### src/rtl/cpu_bus_arbiter_pkg.sv
// ============================================================================
// Module  : cpu_bus_pkg
// Purpose : Shared types and constants for the instruction/data bus arbiter.
//           - Arbiter FSM state encoding (IDLE/ADDR/DATA/DONE)
//           - Transaction owner encoding (OWN_INST/OWN_DATA)
//           - Byte-enable pattern used for instruction fetches
// Revision: 1.0 - initial release
// ============================================================================
`default_nettype none

package cpu_bus_pkg;

    typedef enum logic [1:0] {
        IDLE = 2'd0,
        ADDR = 2'd1,
        DATA = 2'd2,
        DONE = 2'd3
    } arb_state_t;

    typedef enum logic {
        OWN_INST = 1'b0,
        OWN_DATA = 1'b1
    } arb_owner_t;

    // Fetches always read a full word.
    localparam logic [3:0] SEL_WORD = 4'b1111;

    // Width of the fairness run counter.
    localparam int RUN_CNT_W = 3;

endpackage : cpu_bus_pkg

`default_nettype wire

### src/rtl/cpu_bus_arbiter_grant_sel.sv
// ============================================================================
// Module  : bus_grant_sel
// Purpose : Combinational grant pick between the fetch and the memory-stage
//           ports. The data port normally wins because its instruction is
//           older; i_fair_force lets a waiting fetch win a tie instead.
// Ports   : i_inst_req    in  1  fetch request
//           i_data_req    in  1  load/store request
//           i_fair_force  in  1  give a tie to the fetch port
//           o_grant_inst  out 1  fetch port selected
//           o_grant_data  out 1  data port selected
// Revision: 1.0 - initial release
// ============================================================================
`default_nettype none

module bus_grant_sel (
    input  logic i_inst_req,
    input  logic i_data_req,
    input  logic i_fair_force,
    output logic o_grant_inst,
    output logic o_grant_data
);

    always_comb begin
        o_grant_data = 1'b0;
        o_grant_inst = 1'b0;
        if (i_data_req && !(i_fair_force && i_inst_req)) begin
            o_grant_data = 1'b1;
        end else if (i_inst_req) begin
            o_grant_inst = 1'b1;
        end
    end

endmodule : bus_grant_sel

`default_nettype wire

### src/rtl/cpu_bus_arbiter.sv
// ============================================================================
// Module  : cpu_bus_arbiter
// Purpose : Shares one SRAM-like bus between the fetch port and the
//           memory-stage data port. Each access runs IDLE -> ADDR -> DATA ->
//           DONE; one transaction is outstanding at a time. Data port has
//           priority. Read data is returned on a one-cycle ready pulse and
//           per-port stall requests go to the hazard unit.
// Config  : `define ARB_FAIR_EN enables the fairness counter: after MAX_RUN
//           data grants made while a fetch waits, the fetch wins one tie.
// Params  : MAX_RUN      consecutive data grants before a fetch wins (1..7)
// Ports   : clk          in  1   clock, rising edge
//           rst          in  1   asynchronous active-high reset
//           inst_req     in  1   fetch request, held until inst_ready
//           inst_addr    in  32  fetch byte address
//           inst_rdata   out 32  fetched word, valid with inst_ready
//           inst_ready   out 1   fetch completion pulse
//           data_req     in  1   load/store request, held until data_ready
//           data_wr      in  1   1=store 0=load
//           data_sel     in  4   byte enables
//           data_addr    in  32  data byte address
//           data_wdata   in  32  store data
//           data_rdata   out 32  load word, valid with data_ready
//           data_ready   out 1   data completion pulse
//           stall_inst   out 1   inst_req & ~inst_ready
//           stall_data   out 1   data_req & ~data_ready
//           bus_req      out 1   address-phase request
//           bus_wr       out 1   write flag
//           bus_sel      out 4   byte enables
//           bus_addr     out 32  address
//           bus_wdata    out 32  write data
//           bus_addr_ok  in  1   slave accepted address phase
//           bus_data_ok  in  1   slave completed data phase
//           bus_rdata    in  32  read data, valid with bus_data_ok
// Revision: 1.0 - initial release
// ============================================================================
`default_nettype none

module cpu_bus_arbiter
    import cpu_bus_pkg::*;
#(
    parameter int MAX_RUN = 4
) (
    input  logic        clk,
    input  logic        rst,
    input  logic        inst_req,
    input  logic [31:0] inst_addr,
    output logic [31:0] inst_rdata,
    output logic        inst_ready,
    input  logic        data_req,
    input  logic        data_wr,
    input  logic [3:0]  data_sel,
    input  logic [31:0] data_addr,
    input  logic [31:0] data_wdata,
    output logic [31:0] data_rdata,
    output logic        data_ready,
    output logic        stall_inst,
    output logic        stall_data,
    output logic        bus_req,
    output logic        bus_wr,
    output logic [3:0]  bus_sel,
    output logic [31:0] bus_addr,
    output logic [31:0] bus_wdata,
    input  logic        bus_addr_ok,
    input  logic        bus_data_ok,
    input  logic [31:0] bus_rdata
);

    if (MAX_RUN < 1 || MAX_RUN > 7) begin : g_maxRunCheck
        $error("cpu_bus_arbiter: MAX_RUN must be in 1..7");
    end

    arb_state_t  r_state;
    arb_state_t  w_stateNext;
    arb_owner_t  r_owner;
    logic        r_wr;
    logic [3:0]  r_sel;
    logic [31:0] r_addr;
    logic [31:0] r_wdata;
    logic [31:0] r_rdata;

    logic        w_grantInst;
    logic        w_grantData;
    logic        w_fairForce;
    logic        w_grant;
    logic        w_capture;
    logic        w_done;

    // ------------------------------------------------------------------
    // Grant selection
    // ------------------------------------------------------------------
    bus_grant_sel u_grantSel (
        .i_inst_req   (inst_req),
        .i_data_req   (data_req),
        .i_fair_force (w_fairForce),
        .o_grant_inst (w_grantInst),
        .o_grant_data (w_grantData)
    );

    // A grant is only taken in IDLE, which keeps a single transaction in flight.
    assign w_grant = (r_state == IDLE) && (w_grantInst || w_grantData);

`ifdef ARB_FAIR_EN
    localparam logic [RUN_CNT_W-1:0] c_MAX_RUN = RUN_CNT_W'(MAX_RUN);

    logic [RUN_CNT_W-1:0] r_runCnt;

    // Counts data grants that made a waiting fetch lose; any fetch grant
    // restarts the run.
    always_ff @(posedge clk or posedge rst) begin
        if (rst) begin
            r_runCnt <= '0;
        end else if (w_grant) begin
            if (w_grantInst) begin
                r_runCnt <= '0;
            end else if (inst_req && (r_runCnt != c_MAX_RUN)) begin
                r_runCnt <= r_runCnt + 1'b1;
            end
        end
    end

    assign w_fairForce = (r_runCnt == c_MAX_RUN);
`else
    assign w_fairForce = 1'b0;
`endif

    // ------------------------------------------------------------------
    // FSM
    // ------------------------------------------------------------------
    always_ff @(posedge clk or posedge rst) begin
        if (rst) begin
            r_state <= IDLE;
        end else begin
            r_state <= w_stateNext;
        end
    end

    always_comb begin
        w_stateNext = r_state;
        case (r_state)
            IDLE: begin
                if (w_grant) begin
                    w_stateNext = ADDR;
                end
            end
            ADDR: begin
                if (bus_addr_ok) begin
                    w_stateNext = bus_data_ok ? DONE : DATA;
                end
            end
            DATA: begin
                if (bus_data_ok) begin
                    w_stateNext = DONE;
                end
            end
            DONE: begin
                w_stateNext = IDLE;
            end
            default: begin
                w_stateNext = IDLE;
            end
        endcase
    end

    // Read data arrives with data_ok, either together with addr_ok in ADDR
    // or later in DATA. Writes leave r_rdata untouched.
    assign w_capture = !r_wr &&
                       (((r_state == ADDR) && bus_addr_ok && bus_data_ok) ||
                        ((r_state == DATA) && bus_data_ok));

    // ------------------------------------------------------------------
    // Request latch: the bus is driven only from these registers so the
    // requesting stage may change or drop its inputs after the grant.
    // ------------------------------------------------------------------
    always_ff @(posedge clk or posedge rst) begin
        if (rst) begin
            r_owner <= OWN_INST;
            r_wr    <= 1'b0;
            r_sel   <= '0;
            r_addr  <= '0;
            r_wdata <= '0;
        end else if (w_grant) begin
            if (w_grantData) begin
                r_owner <= OWN_DATA;
                r_wr    <= data_wr;
                r_sel   <= data_sel;
                r_addr  <= data_addr;
                r_wdata <= data_wdata;
            end else begin
                r_owner <= OWN_INST;
                r_wr    <= 1'b0;
                r_sel   <= SEL_WORD;
                r_addr  <= inst_addr;
                r_wdata <= '0;
            end
        end
    end

    always_ff @(posedge clk or posedge rst) begin
        if (rst) begin
            r_rdata <= '0;
        end else if (w_capture) begin
            r_rdata <= bus_rdata;
        end
    end

    // ------------------------------------------------------------------
    // Outputs
    // ------------------------------------------------------------------
    assign w_done     = (r_state == DONE);
    assign inst_ready = w_done && (r_owner == OWN_INST);
    assign data_ready = w_done && (r_owner == OWN_DATA);
    assign inst_rdata = r_rdata;
    assign data_rdata = r_rdata;
    assign stall_inst = inst_req && !inst_ready;
    assign stall_data = data_req && !data_ready;

    assign bus_req    = (r_state == ADDR);
    assign bus_wr     = r_wr;
    assign bus_sel    = r_sel;
    assign bus_addr   = r_addr;
    assign bus_wdata  = r_wdata;

endmodule : cpu_bus_arbiter

`default_nettype wire

### config.mk
export PLATFORM = sky130hd
export DESIGN_NAME = cpu_bus_arbiter
export DESIGN_NICKNAME = d
export VERILOG_FILES = /design/src/rtl/cpu_bus_arbiter_pkg.sv /design/src/rtl/cpu_bus_arbiter_grant_sel.sv /design/src/rtl/cpu_bus_arbiter.sv
export SDC_FILE = /design/constraint.sdc
export NUM_CORES = 1
export LEC_CHECK = 0
export ABC_AREA = 0
export BUFFER_PORTS_ARGS = -buffer_cell sky130_fd_sc_hd__buf_2
export CORE_AREA = 2 2 109 111
export CTS_CLUSTER_SIZE = 14
export DETAILED_ROUTE_END_ITERATION = 8
export DIE_AREA = 0 0 111 113
export GPL_ROUTABILITY_DRIVEN = 0
export HOLD_SLACK_MARGIN = 0.08
export PLACE_DENSITY = 0.83
export SLEW_MARGIN = 5
export SYNTH_ARGS = -nofsm -noshare
export SYNTH_HDL_FRONTEND = slang
export SYNTH_SLANG_ARGS = --single-unit
export TNS_END_PERCENT = 30
### constraint.sdc
create_clock -name clk -period 3.1 [get_ports clk]
set_input_delay 0 -clock clk [delete_from_list [all_inputs] [get_ports clk]]
set_output_delay 0 -clock clk [all_outputs]
set_load 0.01 [all_outputs]
==> results.md <==
Detailed routing:
- The DRC violation count after routing is 0.
- Summing over every cut layer, the via total after detailed routing is 4554.
- The first-pass detailed-route iteration total is 4.
- The routed wire length per instance is approximately 16 µm.
- The detailed router finished its first iteration with 240 violations.
- The count of nets left with antenna violations once routing finished came out at 0.
- After detailed routing, the total wire length is around 15000 µm.
- The average vias per placed instance is 4.829.

Pwr:
- The internal portion of the total power is between 4 and 5 mW.
- The switching component of the power is 2.457 mW.
- Of the total power, combinational logic draws between 40% and 50%.
- The switching share of total power is a little under two fifths.
- Sequential cells burn between 30% and 40% of the power.
- The peak ir drop on the vdd network is 0.5294 mV.
- The cell area power density is 866.9 mW/mm².
- In this run the static leakage power is 4.034 nW.
- Of the total power, the clock network draws 19.8%.

Clock network:
- For the worst-skew pair, the clock arrives at the later sink with an insertion delay of between 300 and 400 ps.
- The CTS root buffer is sky130_fd_sc_hd__clkbuf_16.
- For this design, the sink count on the clock tree is roughly 100.
- Clock-pin slew was measured on the worst setup and hold paths at roughly 60 ps.
- The clock tree buffer depth is 2.
- The post-CTS setup repair buffer count is 0.
- The clock tree from TritonCTS is yes.
- The count of H-tree levels built during CTS is 3.
- The total CTS buffers is 9.

GRT:
- The number of antenna violations at the first check in global routing is 0.
- Entering global routing, the biggest net connects 74 pins.
- The via count of the first global-routing pass is between 4000 and 5000.
- The first global-routing pass estimated 23580 µm of wire.
- The leftover overflow at the end of global routing is 0.
- The highest-utilization routing layer at the global route stage is met2.
- The global routing usage on met1 is 25.56%.
- For this run, global-route usage on met2 was measured as between 40 and 50%.
- Global routing used a little under a quarter of the available tracks.
- The global routing usage on met3 is under 10%.

Placement:
- Port buffering added roughly 280 buffers.
- The sum of net half-perimeters after detailed placement is approximately 8400 µm.
- The standard cell area after detailed placement is just under 0.006 mm².

Timing:
- The minimum period implied by the final worst setup slack is ~2200 ps.
- Dividing the final minimum period by the clock period gives just over 70%.
- Setup violations remaining at the end of the flow were counted as 0.
- The total count of max-transition violations in the final report was 0.
- The relative max-transition margin is around 46%.
- For the pin with the worst max-slew slack, the measured transition is 806.6 ps.
- The final-report hold violation count is 0.
- The setup total negative slack is 0 ps.
- The clock arrives with between 5 and 6 ps of skew.
- Setup repair after global routing left no endpoint under its margin.
- The achievable frequency is ~450 MHz.

Yosys:
- The number of flops mapped to enable cells by yosys is 0.
- The number of warnings printed during yosys synthesis is 0.
- The synthesized area is 0.004607 mm².
- Yosys attributes the largest share of cell area to sky130_fd_sc_hd__dfrtp_1, sky130_fd_sc_hd__nand2_1, sky130_fd_sc_hd__mux2_2.
- Of all flip-flops after synthesis, the portion carrying an async set or reset was 100.0%.
- The number of nets in the synthesized netlist is around 570.
- The share of Yosys cell area claimed by the top area cell type is 56.49%.
- A synthesized cell averages between 10 and 15 µm².
- The count of state elements after synthesis is 104.
- The synthesized netlist contains 22 unique library cells.
- Counting every instance in the synthesized netlist gives 427.
- The share of the Yosys chip area taken by registers is 56.49%.
- By instance count, the leading cell after synthesis is sky130_fd_sc_hd__nand2_1.
- sky130_fd_sc_hd__dfrtp_1 takes more of the synthesized area than any other cell.
- By count the netlist is led by sky130_fd_sc_hd__nand2_1, sky130_fd_sc_hd__dfrtp_1, sky130_fd_sc_hd__buf_4, sky130_fd_sc_hd__o21ai_0.
- For this run, the leading register cell type out of synthesis is sky130_fd_sc_hd__dfrtp_1.

Layout:
- The post-route cell area is between 0.007 and 0.008 mm².
- The post-synthesis to final-layout area growth is 64.01%.
- Fill cells in the final layout number about 800.
- Of the cells placed in the final design, the portion with a size suffix greater than 1 is 41.13%.
- The number of diodes added for antenna fixing is 0.
- The number of nets in the final layout is between 900 and 1000.

Setup path:
- The startpoint of the worst-slack reg-to-reg timing path is r_state[0].
- The worst setup path is launched from a register.
- The slack of the worst reg-to-reg path is 900 ps.
- Data on the critical path arrives at its endpoint at between 2000 and 2500 ps.
- Along the worst path, the maximum fanout reaches 73.
- The end of the worst register-to-register path is bus_addr[30].
- The depth of the worst register-to-register path is 6.
- The worst setup path is captured at a register.
- The data required time at the worst endpoint is about 3300 ps.
- The worst setup path is of the register to register kind.

Worst hold path:
- The origin of the worst min-delay path is bus_addr_ok.
- The min-delay analysis places its worst path in the category input pin to register.
- The number of cells on the worst hold path is 4.
- The path with the worst hold slack has its endpoint at r_state[0].

Floorplanning:
- The core region is between 0.01 and 0.015 mm².
- The placement row count is 39.
- From left edge to right edge, the die measures approximately 110 µm.
- The initial utilization of the core area, before any placement, comes to about 41%.
- between 200 and 300 I/O pins were placed.
- The die covers 0.01254 mm².
- The die is 113 µm tall.

Outcome:
- The run finished with clean final reports.

Run:
- The tool flagged a number of max-cap violations equal to 0.
## stage by stage
| step | hold WS (ps) | utilization [%] | total power, mW | worst slack, ps | cells |
|---|---|---|---|---|---|
| after floorplan | 134.7 | - | 4.145 | 367.8 | 427 |
| after global placement | 103.0 | 52.06 | 4.971 | 1055 | 793 |
| after detailed placement | 108.7 | 52.06 | 5.073 | 937.1 | 793 |
| after CTS | 108.3 | 67.03 | 6.518 | 897.6 | 943 |
| after global routing | 147.7 | 67.03 | 6.996 | 648.4 | 943 |
| final | 119.5 | 67.03 | 6.550 | 898.6 | 943 |
## worst max path at each step
stage	startpoint	to	slack, ps	cells past startpoint
2_1_floorplan	rst	bus_addr[0]	370	1
3_3_place_gp	r_state[0]	bus_addr[19]	1050	6
3_5_place_dp	r_state[0]	bus_addr[25]	940	6
4_1_cts	r_state[0]	bus_addr[18]	900	5
5_1_grt	r_state[0]	bus_addr[18]	650	5
6_report	r_state[0]	bus_addr[30]	900	6
## layout by cell type (no fill, tap or decap), types with 2 or more instances in the layout
master / instances
sky130_fd_sc_hd__nor2b_1: 7
sky130_fd_sc_hd__mux2_1: 3
sky130_fd_sc_hd__dfrtp_1: 104
sky130_fd_sc_hd__mux2_2: 30
sky130_fd_sc_hd__nand2_1: 105
sky130_fd_sc_hd__buf_4: 4
sky130_fd_sc_hd__bufinv_16: 3
sky130_fd_sc_hd__mux2i_1: 33
sky130_fd_sc_hd__o21ai_0: 36
sky130_fd_sc_hd__clkbuf_16: 9
sky130_fd_sc_hd__buf_2: 275
sky130_fd_sc_hd__nand3_1: 33
sky130_fd_sc_hd__dlygate4sd3_1: 134
sky130_fd_sc_hd__buf_12: 2
sky130_fd_sc_hd__ha_1: 5
sky130_fd_sc_hd__inv_1: 4
## routing by layer
layer	wire length [µm]	up-vias
li1	-	2125
met5	0	-
met3	1200	53
met2	7702	244
met1	5316	2132
met4	540	0
## kinds of logic after synthesis
family,after synthesis,share of synthesized area (%)
buf+inv,63,8.664
simple gates,149,13.66
flops,104,56.49
fa+ha+maj,5,1.358
mux,66,15.24
compound gates,40,4.590
## critical path: stages (launching register included)
cell                      delay, ps
sky130_fd_sc_hd__dfrtp_1        400
sky130_fd_sc_hd__inv_1          140
sky130_fd_sc_hd__ha_1           590
sky130_fd_sc_hd__o21ai_4        390
sky130_fd_sc_hd__buf_12         310
sky130_fd_sc_hd__nand2_1        110
sky130_fd_sc_hd__o21ai_0        100
## power by group through the flow
stage | registers (mW) | logic [mW] | clock network [mW]
after floorplan | 2.68 | 1.47 | 0
after global placement | 2.38 | 2.60 | 0
after detailed placement | 2.40 | 2.68 | 0
after CTS | 2.38 | 2.81 | 1.32
after global routing | 2.49 | 3.12 | 1.38
final | 2.41 | 2.85 | 1.29
## registers in the layout, summed over array words and instances, names as in the netlist
signal and count:
bus_addr 32, r_owner 1, r_state 2, bus_wr 1, bus_sel 4, bus_wdata 32
data_rdata 32
## area by class of cell
cell class,count,area (µm²),area share [%]
Timing Repair Buffer,415,2788,36.89
Sequential cell,104,2603,34.44
Multi-Input combinational cell,260,1619,21.43
Clock buffer,11,242.7,3.212
Tap cell,143,178.9,2.368
Clock inverter,5,103.9,1.374
Inverter,5,21.27,0.2815
## what timing repair did
item                                    CTS  global route
resized for setup                         0             0
endpoints found under the setup margin    0             0
hold endpoints to repair                149             0
hold buffers                            134             0
No activity file was read; power rests on OpenSTA's default activity.
